**src/rtl/rv32i_rf_pkg.sv**
```systemverilog
// Shared types and constants for the RV32I register-file requester.
// Holds the requester state encoding and the register-file geometry.
package rv32i_rf_pkg;

    localparam int XLEN       = 32;
    localparam int REG_ADDR_W = 5;
    localparam logic [REG_ADDR_W-1:0] REG_ZERO = '0;

    typedef enum logic [2:0] {
        ST_IDLE   = 3'd0,
        ST_WB     = 3'd1,
        ST_RD_RS1 = 3'd2,
        ST_RD_RS2 = 3'd3,
        ST_OUT    = 3'd4
    } rf_req_state_e;

endpackage

```
**src/rtl/rv32i_regfile_requester.sv**
```systemverilog
// Decode-side register-file requester: serialises writebacks and rs1/rs2 reads onto one RF port.
// Define RF_WB_BYPASS_EN to add a one-entry bypass of the last completed write.
module rv32i_regfile_requester
    import rv32i_rf_pkg::*;
#(
    parameter int WIDTH  = XLEN,
    parameter int ADDR_W = REG_ADDR_W
) (
    input  logic              i_clk,
    input  logic              i_rst,
    input  logic              i_dec_valid,
    output logic              o_dec_ready,
    input  logic [ADDR_W-1:0] i_rs1_addr,
    input  logic [ADDR_W-1:0] i_rs2_addr,
    input  logic              i_uses_rs2,
    output logic              o_op_valid,
    input  logic              i_op_ready,
    output logic [WIDTH-1:0]  o_rs1_data,
    output logic [WIDTH-1:0]  o_rs2_data,
    input  logic              i_wb_valid,
    input  logic [ADDR_W-1:0] i_wb_addr,
    input  logic [WIDTH-1:0]  i_wb_data,
    output logic              o_wb_done,
    output logic              o_rf_rd_en,
    output logic [ADDR_W-1:0] o_rf_reg_addr,
    input  logic [WIDTH-1:0]  i_rf_reg_data,
    input  logic              i_rf_rd_valid,
    output logic              o_rf_wr_en,
    output logic [ADDR_W-1:0] o_rf_dest_addr,
    output logic [WIDTH-1:0]  o_rf_dest_reg_data,
    input  logic              i_rf_wr_valid
);

    rf_req_state_e     state_reg, state_next;
    logic [ADDR_W-1:0] rs1_addr_reg, rs2_addr_reg, dest_addr_reg;
    logic              uses_rs2_reg;
    logic [WIDTH-1:0]  rs1_data_reg, rs2_data_reg, dest_data_reg;
    logic              wb_done_reg, rd_gap_reg;

    logic              wb_pending, in_read, rd_en, rd_done, wr_en, wr_done, wr_commit;
    logic [ADDR_W-1:0] cur_addr;
    logic [WIDTH-1:0]  rd_value;
    logic              byp_hit;
    logic [WIDTH-1:0]  byp_data;

    // The requester keeps i_wb_valid high during the done pulse; mask it so it is not re-served.
    assign wb_pending = i_wb_valid && !wb_done_reg;
    assign in_read    = (state_reg == ST_RD_RS1) || (state_reg == ST_RD_RS2);
    assign cur_addr   = (state_reg == ST_RD_RS2) ? rs2_addr_reg : rs1_addr_reg;
    assign wr_en      = (state_reg == ST_WB) && (dest_addr_reg != REG_ZERO);
    assign wr_done    = (state_reg == ST_WB) && ((dest_addr_reg == REG_ZERO) || i_rf_wr_valid);
    assign wr_commit  = wr_en && i_rf_wr_valid;

    // rd_gap_reg holds rd_en low for the first RD_RS2 cycle so the RF restarts its half sequencing.
    assign rd_en   = in_read && (cur_addr != REG_ZERO) && !byp_hit
                     && !((state_reg == ST_RD_RS2) && rd_gap_reg);
    assign rd_done = in_read && ((cur_addr == REG_ZERO) || byp_hit || (rd_en && i_rf_rd_valid));

    always_comb begin
        rd_value = i_rf_reg_data;
        if (cur_addr == REG_ZERO)
            rd_value = '0;
        else if (byp_hit)
            rd_value = byp_data;
    end

`ifdef RF_WB_BYPASS_EN
    logic [ADDR_W-1:0] byp_addr_reg;
    logic [WIDTH-1:0]  byp_data_reg;
    logic              byp_vld_reg;

    always_ff @(posedge i_clk) begin
        if (i_rst) begin
            byp_addr_reg <= '0;
            byp_data_reg <= '0;
            byp_vld_reg  <= 1'b0;
        end else if (wr_commit) begin
            byp_addr_reg <= dest_addr_reg;
            byp_data_reg <= dest_data_reg;
            byp_vld_reg  <= 1'b1;
        end
    end

    assign byp_hit  = byp_vld_reg && (byp_addr_reg == cur_addr);
    assign byp_data = byp_data_reg;
`else
    logic unused_commit;
    assign unused_commit = wr_commit;
    assign byp_hit       = 1'b0;
    assign byp_data      = '0;
`endif

    always_ff @(posedge i_clk) begin
        if (i_rst)
            state_reg <= ST_IDLE;
        else
            state_reg <= state_next;
    end

    always_comb begin
        state_next = state_reg;
        case (state_reg)
            ST_IDLE: begin
                if (wb_pending)
                    state_next = ST_WB;
                else if (i_dec_valid)
                    state_next = ST_RD_RS1;
            end
            ST_WB:     if (wr_done) state_next = ST_IDLE;
            ST_RD_RS1: if (rd_done) state_next = uses_rs2_reg ? ST_RD_RS2 : ST_OUT;
            ST_RD_RS2: if (rd_done) state_next = ST_OUT;
            ST_OUT:    if (i_op_ready) state_next = ST_IDLE;
            default:   state_next = ST_IDLE;
        endcase
    end

    always_comb begin
        o_dec_ready = (state_reg == ST_IDLE) && !wb_pending && !i_rst;
        o_op_valid  = (state_reg == ST_OUT);
        o_rf_rd_en  = rd_en;
        o_rf_wr_en  = wr_en;
    end

    always_ff @(posedge i_clk) begin
        if (i_rst) begin
            rs1_addr_reg  <= '0;
            rs2_addr_reg  <= '0;
            uses_rs2_reg  <= 1'b0;
            rs1_data_reg  <= '0;
            rs2_data_reg  <= '0;
            dest_addr_reg <= '0;
            dest_data_reg <= '0;
            wb_done_reg   <= 1'b0;
            rd_gap_reg    <= 1'b0;
        end else begin
            wb_done_reg <= wr_done;
            rd_gap_reg  <= (state_reg == ST_RD_RS1) && (state_next == ST_RD_RS2);
            if (state_reg == ST_IDLE) begin
                if (wb_pending) begin
                    dest_addr_reg <= i_wb_addr;
                    dest_data_reg <= i_wb_data;
                end else if (i_dec_valid) begin
                    rs1_addr_reg <= i_rs1_addr;
                    rs2_addr_reg <= i_rs2_addr;
                    uses_rs2_reg <= i_uses_rs2;
                    rs1_data_reg <= '0;
                    rs2_data_reg <= '0;
                end
            end
            if (rd_done) begin
                if (state_reg == ST_RD_RS1)
                    rs1_data_reg <= rd_value;
                else
                    rs2_data_reg <= rd_value;
            end
        end
    end

    assign o_rs1_data         = rs1_data_reg;
    assign o_rs2_data         = rs2_data_reg;
    assign o_wb_done          = wb_done_reg;
    assign o_rf_reg_addr      = cur_addr;
    assign o_rf_dest_addr     = dest_addr_reg;
    assign o_rf_dest_reg_data = dest_data_reg;

endmodule
```
**config.mk**
```make
export PLATFORM = sky130hd
export DESIGN_NAME = rv32i_regfile_requester
export DESIGN_NICKNAME = d
export VERILOG_FILES = /design/src/rtl/rv32i_rf_pkg.sv /design/src/rtl/rv32i_regfile_requester.sv
export SDC_FILE = /design/constraint.sdc
export NUM_CORES = 1
export LEC_CHECK = 0
export BUFFER_PORTS_ARGS = -buffer_cell sky130_fd_sc_hd__buf_2
export CAP_MARGIN = 40
export CORE_MARGIN = 2
export CORE_UTILIZATION = 48
export CTS_CLUSTER_SIZE = 14
export DETAILED_ROUTE_END_ITERATION = 6
export GPL_TIMING_DRIVEN = 0
export HOLD_SLACK_MARGIN = 0.02
export PLACE_DENSITY = 0.86
export SLEW_MARGIN = 20
export SYNTH_ARGS = -nofsm -noshare
export SYNTH_HDL_FRONTEND = slang
export SYNTH_SLANG_ARGS = --single-unit
export TNS_END_PERCENT = 50
```
**constraint.sdc**
```tcl
create_clock -name i_clk -period 2.4 [get_ports i_clk]
set_clock_uncertainty 0.1 [all_clocks]
set_input_delay 0.36 -clock i_clk [delete_from_list [all_inputs] [get_ports i_clk]]
set_output_delay 0.36 -clock i_clk [all_outputs]
set_load 0.01 [all_outputs]
```
# --- Word level (Yosys, flattened, before mapping) ---
# Index checks and enable logic that the tools add are counted.
classes:
  mux: 20
  n_eq_ne: 5
  n_bitwise: 1
  n_reduce_logical: 25
op_table:
  columns: ["operator", "n"]
  rows:
  - ["$mux W32", 11]
  - ["$mux W3", 7]
  - ["$pmux W3 S5", 1]
  - ["$logic_and A1 B1 Y1", 11]
  - ["$logic_not A5 Y1", 2]
  - ["$reduce_bool A5 Y1", 2]
  - ["$eq A3 B2 Y1 const B", 3]
  - ["$mux W5", 1]
  - ["$logic_not A1 Y1", 4]
  - ["$eq A3 B1 Y1 const B", 1]
  - ["$eq A3 B3 Y1 const B", 1]
  - ["$logic_not A3 Y1", 1]
  - ["$logic_or A1 B1 Y1", 3]
  - ["$reduce_and A3 Y1", 1]
  - ["$reduce_and A2 Y1", 1]
  - ["$not A1 Y1", 1]
word_totals:
  regBits: 117
  elab_cells: 61
  output_inout_bits: 111

# --- Longest topological paths before layout ---
# Gate-level depths: netlist of run 1.
depth:
  depth_word: 12
  depth_mapped: 7

# --- Worst setup path before layout of run 1 ---
# No wires, ideal clock.
synth_timing:
  path_kind: "flip-flop to flip-flop"
  start: "reg rs1_addr_reg[0]"
  end: "reg rs1_data_reg[10] (netlist: o_rs1_data[10])"
  stages_incl_launch_ff: 5
  setup_ps: 114
  required_ps: 2186
  t_arrival_ps: 1553
  slack_ps: 633
  cell_sequence: "dfxtp_1 -> or4_4 -> o2111ai_4 -> buf_6 -> a2bb2o_4"
synth_between:
  elab_chain_len: 8
  elab_cells_between_ends: 11
synth_lines:
  columns: ["element", "line", "source"]
  rows:
  - ["start, declared", "rv32i_regfile_requester.sv:35", "logic [ADDR_W-1:0] rs1_addr_reg, rs2_addr_reg, dest_addr_reg;"]
  - ["start signal, assigned", "rv32i_regfile_requester.sv:143", "rs1_addr_reg <= i_rs1_addr;"]
  - ["$mux W5 (*)", "rv32i_regfile_requester.sv:49", "assign cur_addr = (state_reg == ST_RD_RS2) ? rs2_addr_reg : rs1_addr_reg;"]
  - ["$reduce_bool A5 Y1", "rv32i_regfile_requester.sv:55", "assign rd_en = in_read && (cur_addr != REG_ZERO) && !byp_hit"]
  - ["$logic_and A1 B1 Y1", "rv32i_regfile_requester.sv:55", null]
  - ["$logic_and A1 B1 Y1", "rv32i_regfile_requester.sv:56", "&& !((state_reg == ST_RD_RS2) && rd_gap_reg);"]
  - ["$logic_and A1 B1 Y1", "rv32i_regfile_requester.sv:57", "assign rd_done = in_read && ((cur_addr == REG_ZERO) || byp_hit || (rd_en && i_rf_rd_valid));"]
  - ["$logic_or A1 B1 Y1", "rv32i_regfile_requester.sv:57", null]
  - ["$logic_and A1 B1 Y1", "rv32i_regfile_requester.sv:57", null]
  - ["$mux W32 (*)", "rv32i_regfile_requester.sv:150", "if (rd_done) begin"]
  - ["end signal, assigned", "rv32i_regfile_requester.sv:152", "rs1_data_reg <= rd_value;"]
  - ["end, declared", "rv32i_regfile_requester.sv:37", "logic [WIDTH-1:0] rs1_data_reg, rs2_data_reg, dest_data_reg;"]
# Every way passes the cells marked *; elsewhere a longest branch is shown, timed or not.
# A chain may end at the register's enable or synchronous reset.

# --- Worst setup path after layout of run 1 ---
layout_timing:
  start: "reg rs1_addr_reg[1]"
  end: "out o_rf_rd_en"
layout_between:
  elab_chain_len: 4
layout_lines:
  columns: ["element", "line", "source"]
  rows:
  - ["$mux W5", "rv32i_regfile_requester.sv:49", null]
  - ["$reduce_bool A5 Y1", "rv32i_regfile_requester.sv:55", null]
  - ["$logic_and A1 B1 Y1", "rv32i_regfile_requester.sv:55", null]
  - ["$logic_and A1 B1 Y1", "rv32i_regfile_requester.sv:56", null]
  - ["end, declared", "rv32i_regfile_requester.sv:24", "output logic o_rf_rd_en,"]
# Every way passes these cells.

==> results.tsv, run 1 <==
metric	value	unit
status	complete, no violations	
hold path endpoint	o_rs2_data[31]$_SDFF_PP0_	
synth warn	0	
WL final	14650	um
FF-to-FF setup slack	0.38	ns
Num CTS Buffers	17	
first-pass GRT wire length	22460	um
Hold Startpoint	i_rf_reg_data[31]	
Cell Rows	35	
PD cells	797.3	nW/um2
largest area contributor in the netlist	dfxtp_1	
Max Clock Freq	0.4267	GHz
post-synthesis sequential area ratio	50.16	%
port bufs	196	
Tightest Pin Transition	0.6139	ns
htree depth	4	
Bufs and invs on worst path	1	
critical path cell sequence	or4_4, o21ai_1, o31a_1, nor2_1, buf_2	
syn_nets	548	
core area	9328	um2
GR Util All Layers	27.65	%
Yosys top cell area share	50.16	%
initial antenna violation count	0	
Levels on crit path	5	
num ports	198	
DR vias	4564	
area grow syn2layout	48.69	%
Worst setup startpoint	rs1_addr_reg[1]$_SDFFE_PP0P_	
Mapped Area	4669	um2
pin count of the biggest net entering global routing	17	
CTS tree	done	
# diodes	0	
reg2reg start	rs1_addr_reg[1]$_SDFFE_PP0P_	
Final HPWL DP	9344	um
top-count cell post-synth	nand2_1	
Die ar.	10530	um2
Worst slew margin	59.07	%
RSZ-0062 raised after global routing	no	
Mapped Cells	461	
Primary FF master, synth	dfxtp_1	
CP top delay family	simple AND/OR/NAND/NOR gates	
hold-critical path depth	3	
Net count, final	814	
starting density of the core	50.06	%
DRT Pass-1 Iters	5	
Reg-to-Reg End	o_rs1_data[20]$_SDFF_PP0_	
Slew Limit Fails	0	
height of the die	102.6	um
Reg2Reg Depth	5	
Critical Path Sink Type	output port	
gr ovfl total	0	
CTS root buffer	clkbuf_8	
CTS Buffer Depth	2	
DR DRC count	0	
final cycle utilization of the critical path	97.64	%
Mapped Avg Cell Area	10.13	um2
Fillers	589	
CP startpoint kind	flip-flop	
layout cell share with drive strength beyond 1	40.38	%
Worst-Skew Late Latency	0.51	ns
VDD IR max	0.4580	mV
CP required	1.94	ns
CP Max Fanout	4	
leakage	0.003195	uW
min Tclk post-route	2.343	ns
worst hold path type	in -> reg	
Seq cells post-synth	117	
Distinct cells, synth	44	
Die X	102.6	um
1st-iter DRT viols	196	
remaining antenna violation count after routing	0	
routability cong.	0.8777	
# Max-Cap Violations	0	
Final Hold Violating Endpoints	0	
CP max stage cell	or4_4	
number of global-route vias before repair	4642	
Avg WL per Cell	16.90	um
Crit path largest cell delay	0.57	ns
CTS sink cnt	117	
commonest cells in the synthesized netlist	143 x nand2_1, 117 x dfxtp_1, 49 x a21oi_1, 25 x a2bb2o_4, 24 x o2bb2ai_1	
setup_tns	0	ns
DR vias/cell	5.264	
Crit Path Category	reg -> out	
Async S/R FF share, synth	0	%
Worst-path clk slew	0.06	ns
hold slack	0.04380	ns
Area contributors post-synth	dfxtp_1 50%, nand2_1 11%, a2bb2o_4 11%, a21oi_1 5.3%, o2bb2ai_1 4.5%	
Post-synth EDFFs	0	
Worst Path Arrival	1.88	ns
setup violators final	0	
[worst max-delay path by stage]
stage	slack [ns]	end
finish	0.06	o_rf_rd_en
global route	0.01	o_rf_rd_en
CTS	0.005	o_rf_rd_en
detailed placement	0.15	o_dec_ready
global placement	0.16	o_dec_ready
floorplan	0.63	o_rs1_data[10]$_SDFF_PP0_
[routing by layer]
metal  global-route usage [%]  share of wire, %  vias up
met5                        0                 0        -
met4                    11.90               2.4        0
met3                    8.746               9.7       37
met2                    47.21                48      266
met1                    31.93                40     2113
li1                         -                 -     2148
[worst reg2reg max path: stages (launching register included)]
cell and delay, ns:
dfxtp_1 0.32, or4_4 0.57, buf_4 0.16, o2111ai_4 0.30, buf_6 0.23, a2bb2o_4 0.23
[cells by family (layout without fill, tap and decap cells)]
group / Yosys count / in the layout / share of synthesized area [%]
simple gates: 177 / 177 / 16.00
compound gates: 129 / 129 / 28.78
buf+inv: 38 / 315 / 5.064
flops: 117 / 117 / 50.16
[stage by stage]
step | cells | setup slack, ns | instance area (um2) | power (uW) | util, %
4_1_cts | 865 | 0.004749 | 6922 | 5505 | 74.21
3_5_place_dp | 786 | 0.1469 | 5812 | 2791 | 62.31
5_1_grt | 867 | 0.01318 | 6943 | 5718 | 74.43
2_1_floorplan | 461 | 0.6328 | 4669 | 2544 | -
3_3_place_gp | 786 | 0.1596 | 5812 | 2766 | 62.31
6_report | 867 | 0.05664 | 6943 | 5535 | 74.43
[layout make-up]
class	count	area [um2]	share of cell area (%)
multi-input cells	306	2097	30.20
repair buffers	247	1486	21.41
inverters	3	11.26	0.1622
flip-flops and latches	117	2342	33.74
clock inverters	9	150.1	2.163
plain buffers	35	225.2	3.244
clock buffers	21	469.2	6.758
well taps	129	161.4	2.325
[power breakdown]
group | internal (uW) | switching [uW] | total [uW]
Combinational | 340 | 437 | 777
Clock | 1780 | 890 | 2670
Sequential | 2030 | 61.8 | 2090
[placed cells by master, fill, tap and decap left out, types with 2 or more instances in the layout]
cell	n
clkinvlp_4	2
and3_1	2
buf_2	202
nand2b_1	5
bufinv_16	4
buf_6	10
dfxtp_1	117
o2bb2ai_2	13
inv_1	3
nor3_1	3
nand2_1	143
o2bb2ai_1	24
dlygate4sd3_1	49
or4_4	2
buf_4	5
clkbuf_16	16
and2_1	2
clkinv_2	3
clkbuf_1	16
clkbuf_8	5
a2bb2o_1	2
o21ai_0	2
a2bb2o_4	25
nor2_1	8
a21oi_1	49
[what timing repair did]
item / CTS / global route
buffers inserted: 0 / 2
endpoints found under the hold margin: 49 / 0
setup endpoints to repair: 1 / 1
resized for setup: 1 / 2
pin swaps: 0 / 1
hold buffers: 49 / 0
Power figures use the tool's default switching activity.
==> run 2: changes to the inputs <==
- PLACE_DENSITY: 0.86 -> 0.8
==> run 2 against run 1 <==
Against the previous run: critical path depth unchanged; non-clock buffer count down 2; first-iteration DRC count down 23%; sequential cell count unchanged; critical endpoint unchanged.
==> results.tsv, run 2 (same netlist as run 1, synthesis figures left out) <==
metric	value	unit	change
Max Clock Freq	0.4351	GHz	was 0.4267 GHz
pin count of the biggest net entering global routing	17		unchanged
RSZ-0062 raised after global routing	no		unchanged
port bufs	196		unchanged
min Tclk post-route	2.298	ns	was 2.343 ns
worst slack at placement	0.1281	ns	was 0.1469 ns
Net count, final	812		was 814
CP startpoint kind	flip-flop		unchanged
DR DRC count	0		unchanged
DRT Pass-1 Iters	6		was 5
Sw Ratio	26.31	%	was 25.09%
status	complete, no violations		unchanged
Final Hold Violating Endpoints	0		unchanged
Tightest Pin Transition	0.6518	ns	was 0.6139 ns
clock group share of total power	45.6	%	was 48.2%
setup ws final	0.1018	ns	was 0.05664 ns
internal power	3857	uW	was 4146 uW
leakage	0.003150	uW	was 0.003195 uW
register area	2342	um2	unchanged
Worst-path clk slew	0.06	ns	about the same
htree depth	4		unchanged
# diodes	0		unchanged
starting density of the core	50.06	%	unchanged
GR Util All Layers	26.99	%	was 27.65%
most frequent cells in the layout	202 x buf_2, 143 x nand2_1, 117 x dfxtp_1		unchanged
final cycle utilization of the critical path	95.76	%	was 97.64%
setup_tns	0	ns	unchanged
routability cong.	0.8181		was 0.8777
number of global-route vias before repair	4480		was 4642
Slew Limit Fails	0		unchanged
1st-iter DRT viols	150		was 196
layout cell share with drive strength beyond 1	40.16	%	was 40.38%
first-pass GRT wire length	21870	um	was 22460 um
Num CTS Buffers	17		unchanged
remaining antenna violation count after routing	0		unchanged
CP required	1.94	ns	about the same
commonest non-fill, non-tap cell in the layout	buf_2		unchanged
setup violators final	0		unchanged
area grow syn2layout	47.05	%	was 48.69%
# Max-Cap Violations	0		unchanged
NetSw	1377	uW	was 1389 uW
worst hold path type	in -> reg		unchanged
DR vias	4503		was 4564
total power	5234	uW	was 5535 uW
placed cell count	786		unchanged
Avg WL per Cell	16.18	um	was 16.90 um
core area	9328	um2	unchanged
logic gate share of total power	14.5	%	was 14.0%
Post-Layout Cell Count	866		was 867
PD cells	762.3	nW/um2	was 797.3 nW/um2
height of the die	102.6	um	unchanged
Critical Path Sink Type	output port		unchanged
gr ovfl total	0		unchanged
Fillers	632		was 589
CTS Buffer Depth	2		unchanged
num ports	198		unchanged
Crit Path Category	reg -> out		unchanged
VDD IR max	0.4291	mV	was 0.4580 mV
initial antenna violation count	0		unchanged
DR vias/cell	5.200		was 5.264
Final HPWL DP	9395	um	was 9344 um
CTS tree	done		unchanged
CTS root buffer	clkbuf_8		unchanged
Worst slew margin	56.54	%	was 59.07%
Die ar.	10530	um2	unchanged
Die X	102.6	um	unchanged
WL final	14010	um	was 14650 um
Cell Rows	35		unchanged
footprint of the multi-input gates	2095	um2	was 2097 um2
CTS sink cnt	117		unchanged
hold slack	0.04421	ns	was 0.04380 ns
Seq pwr share	39.8	%	was 37.7%
CP Max Fanout	3		was 4
Worst Path Arrival	1.84	ns	was 1.88 ns
Worst-Skew Late Latency	0.50	ns	was 0.51 ns
## run 2: cell types whose count changed in the layout (fill, tap and decap cells not counted), moves of 2 or more
cell        change
clkinv_4        +2
bufinv_16       -2
clkbuf_8        -3
clkinvlp_4      +2
## run 2: worst paths after layout
check	slack (ns)	from	to	cells past startpoint
max reg2reg	0.39	rs1_addr_reg[3]$_SDFFE_PP0P_	o_rs1_data[3]$_SDFF_PP0_	5
max	0.10	rs1_addr_reg[3]$_SDFFE_PP0P_	o_rf_rd_en	5
min reg2reg	0.35	o_rf_dest_reg_data[28]$_SDFFE_PP0P_	o_rf_dest_reg_data[28]$_SDFFE_PP0P_	2
min	0.04	i_rf_wr_valid	o_wb_done$_SDFF_PP0_	3
## run 2: timing repair
action	CTS	global route
gates resized for setup	1	1
hold buffers	48	0
endpoints found under the hold margin	48	0
pin swaps	0	1
setup endpoints to repair	1	1
setup buffers	0	1
## run 2: stage by stage
stage                     area, um2  utilization (%)
after CTS                      6855            73.49
final                          6867            73.62
after floorplan                4669                -
after global routing           6867            73.62
after detailed placement       5812            62.31
after global placement         5812            62.31
## run 2: final cells by class
type,instances,area share [%]
Sequential cell,117,34.11
Multi-Input combinational cell,306,30.50
Clock buffer,19,6.286
Inverter,3,0.1640
Buffer,35,3.280
Tap cell,129,2.351
Clock inverter,12,1.913
Timing Repair Buffer,245,21.39
## run 2: routing by layer
metal,track usage (%),vias up,routed length [um]
met5,0,-,0
met4,12.92,0,430
met3,9.085,38,1197
met2,46.10,240,6854
met1,30.27,2088,5532
li1,-,2137,-
## run 2: power by group through the flow
stage	Sequential, uW	Combinational, uW	Clock [uW]
global route	2090	829	2530
floorplan	2140	400	0
CTS	2080	736	2420
global placement	2110	657	0
finish	2080	760	2390
detailed placement	2120	675	0
## run 2: critical path: stages (launching register included)
cell and delay, ns:
dfxtp_1 0.33, or4_4 0.54, o21ai_1 0.13, o31a_1 0.14, nor2_1 0.05, buf_2 0.14
==> run 3: changes to the inputs <==
- CELL_PAD_IN_SITES_DETAIL_PLACEMENT: unset -> 0
- CELL_PAD_IN_SITES_GLOBAL_PLACEMENT: unset -> 2
- CORE_UTILIZATION: 48 -> 28
- PLACE_DENSITY: 0.8 -> unset
- PLACE_DENSITY_LB_ADDON: unset -> 0.1
==> run 3 against run 2 <==
Against the previous run: combinational power down 11%; cell count up 5.0%; fmax grew 1.2%; worst hold slack better by 0.037 ns; register-to-register slack better by 0.06 ns; sequential power about the same; largest cell class unchanged.
==> results.tsv, run 3 (same netlist as run 1, synthesis figures left out) <==
metric	value	unit	change
DR DRC count	0		unchanged
Crit path largest cell delay	0.60	ns	was 0.54 ns
Crit Path Category	reg -> out		unchanged
critical path cell sequence	or4_4, o21ai_1, o31a_1, nor2_1, buf_2		unchanged
CP required	1.94	ns	about the same
reg2reg start	rs2_addr_reg[0]$_SDFFE_PP0P_		was rs1_addr_reg[3]$_SDFFE_PP0P_
Worst Path Arrival	1.81	ns	was 1.84 ns
Worst-path clk slew	0.06	ns	about the same
CP startpoint kind	flip-flop		unchanged
# Max-Cap Violations	0		unchanged
area grow syn2layout	40.27	%	was 47.05%
htree depth	4		unchanged
Hold Buf Count CTS	0		was 48
FF-to-FF setup slack	0.45	ns	was 0.39 ns
post-cts repair resize count	0		was 1
Num CTS Buffers	17		unchanged
CTS sink cnt	117		unchanged
CP top delay family	simple AND/OR/NAND/NOR gates		unchanged
leakage	0.002983	uW	was 0.003150 uW
total power	5448	uW	was 5234 uW
Worst slew margin	61.47	%	was 56.54%
Cell Rows	47		was 35
first-pass GRT wire length	21120	um	was 21870 um
setup_tns	0	ns	unchanged
Slew Limit Fails	0		unchanged
postcts setup bufs	0		unchanged
Die X	133.1	um	was 102.6 um
1st-iter DRT viols	107		was 150
GR Util All Layers	15.20	%	was 26.99%
Max Clock Freq	0.4405	GHz	was 0.4351 GHz
CP max stage cell	or4_4		unchanged
hold-critical path depth	3		unchanged
final cycle utilization of the critical path	94.59	%	was 95.76%
DR vias	4077		was 4503
pin count of the biggest net entering global routing	17		unchanged
DR vias/cell	4.485		was 5.200
Die ar.	17730	um2	was 10530 um2
Worst-Skew Late Latency	0.41	ns	was 0.50 ns
CP Max Fanout	4		was 3
CTS tree	done		unchanged
RSZ-0062 raised after global routing	no		unchanged
Reg-to-Reg End	o_rs2_data[3]$_SDFF_PP0_		was o_rs1_data[3]$_SDFF_PP0_
PD cells	831.8	nW/um2	was 762.3 nW/um2
core area	16470	um2	was 9328 um2
Hold Startpoint	i_wb_addr[1]		was i_rf_wr_valid
# diodes	0		unchanged
remaining antenna violation count after routing	0		unchanged
Critical Path Sink Type	output port		unchanged
num ports	198		unchanged
gr ovfl total	0		unchanged
status	complete, no violations		unchanged
commonest non-fill, non-tap cell in the layout	buf_2		unchanged
CTS root buffer	clkbuf_16		was clkbuf_8
WL final	13470	um	was 14010 um
hold path endpoint	o_rf_dest_addr[1]$_SDFFE_PP0P_		was o_wb_done$_SDFF_PP0_
VDD IR max	0.4775	mV	was 0.4291 mV
initial antenna violation count	1		was 0
Levels on crit path	5		unchanged
Final HPWL DP	9857	um	was 9395 um
DRT Pass-1 Iters	4		was 6
layout cell share with drive strength beyond 1	42.67	%	was 40.16%
number of global-route vias before repair	4017		was 4480
Reg2Reg Depth	5		unchanged
starting density of the core	28.36	%	was 50.06%
Tightest Pin Transition	0.5779	ns	was 0.6518 ns
Bufs and invs on worst path	1		unchanged
routability cong.	0.7139		was 0.8181
CTS Buffer Depth	2		unchanged
Avg WL per Cell	14.82	um	was 16.18 um
most frequent cells in the layout	202 x buf_2, 143 x nand2_1, 117 x dfxtp_1		unchanged
height of the die	133.1	um	was 102.6 um
Net count, final	763		was 812
worst hold path type	in -> reg		unchanged
Final Hold Violating Endpoints	0		unchanged
min Tclk post-route	2.270	ns	was 2.298 ns
port bufs	196		unchanged
setup violators final	0		unchanged
run 3: through the flow:
step | setup slack, ns | cell area [um2] | hold slack [ns] | std cells | utilization, %
floorplan | 0.6328 | 4669 | 0.3368 | 461 | -
global placement | 0.1820 | 5926 | 0.3388 | 877 | 35.99
detailed placement | 0.1548 | 5926 | 0.3430 | 877 | 35.99
CTS | 0.05657 | 6550 | 0.05528 | 909 | 39.78
global route | 0.02067 | 6550 | 0.05454 | 909 | 39.78
finish | 0.1297 | 6550 | 0.08073 | 909 | 39.78
run 3: worst max-delay path by stage:
stage | start | to
final | rs1_addr_reg[0]$_SDFFE_PP0P_ | o_rf_rd_en
after global routing | rs1_addr_reg[0]$_SDFFE_PP0P_ | o_rf_rd_en
after CTS | rs1_addr_reg[0]$_SDFFE_PP0P_ | o_rf_rd_en
after detailed placement | i_rst | o_dec_ready
after global placement | i_rst | o_dec_ready
after floorplan | rs1_addr_reg[0]$_SDFFE_PP0P_ | o_rs1_data[10]$_SDFF_PP0_
run 3: cell type report:
class / instances / area, um2
flip-flops and latches: 117 / 2342
clock buffers: 20 / 446.7
clock inverters: 12 / 177.7
multi-input cells: 306 / 2091
repair buffers: 196 / 980.9
plain buffers: 35 / 225.2
inverters: 3 / 11.26
fillers: 1715 / 9916
well taps: 220 / 275.3
run 3: report_power, final:
group | switching (uW) | internal [uW]
logic | 402 | 276
registers | 50.2 | 2030
clock network | 926 | 1770
total | 1380 | 4070
run 3: worst min-delay path: cells and delay by family:
family                 cells  cell delay, ns
AND/OR/NAND/NOR            1            0.04
AO/OA/AOI/OAI              1            0.05
buffers and inverters      1            0.10
run 3: routing by layer:
| metal | track usage (%) | part of all wire [%] |
|---|---|---|
| met1 | 18.49 | 45 |
| met2 | 23.92 | 45 |
| met3 | 6.811 | 8.2 |
| met4 | 5.378 | 1.1 |
| met5 | 0 | 0.082 |
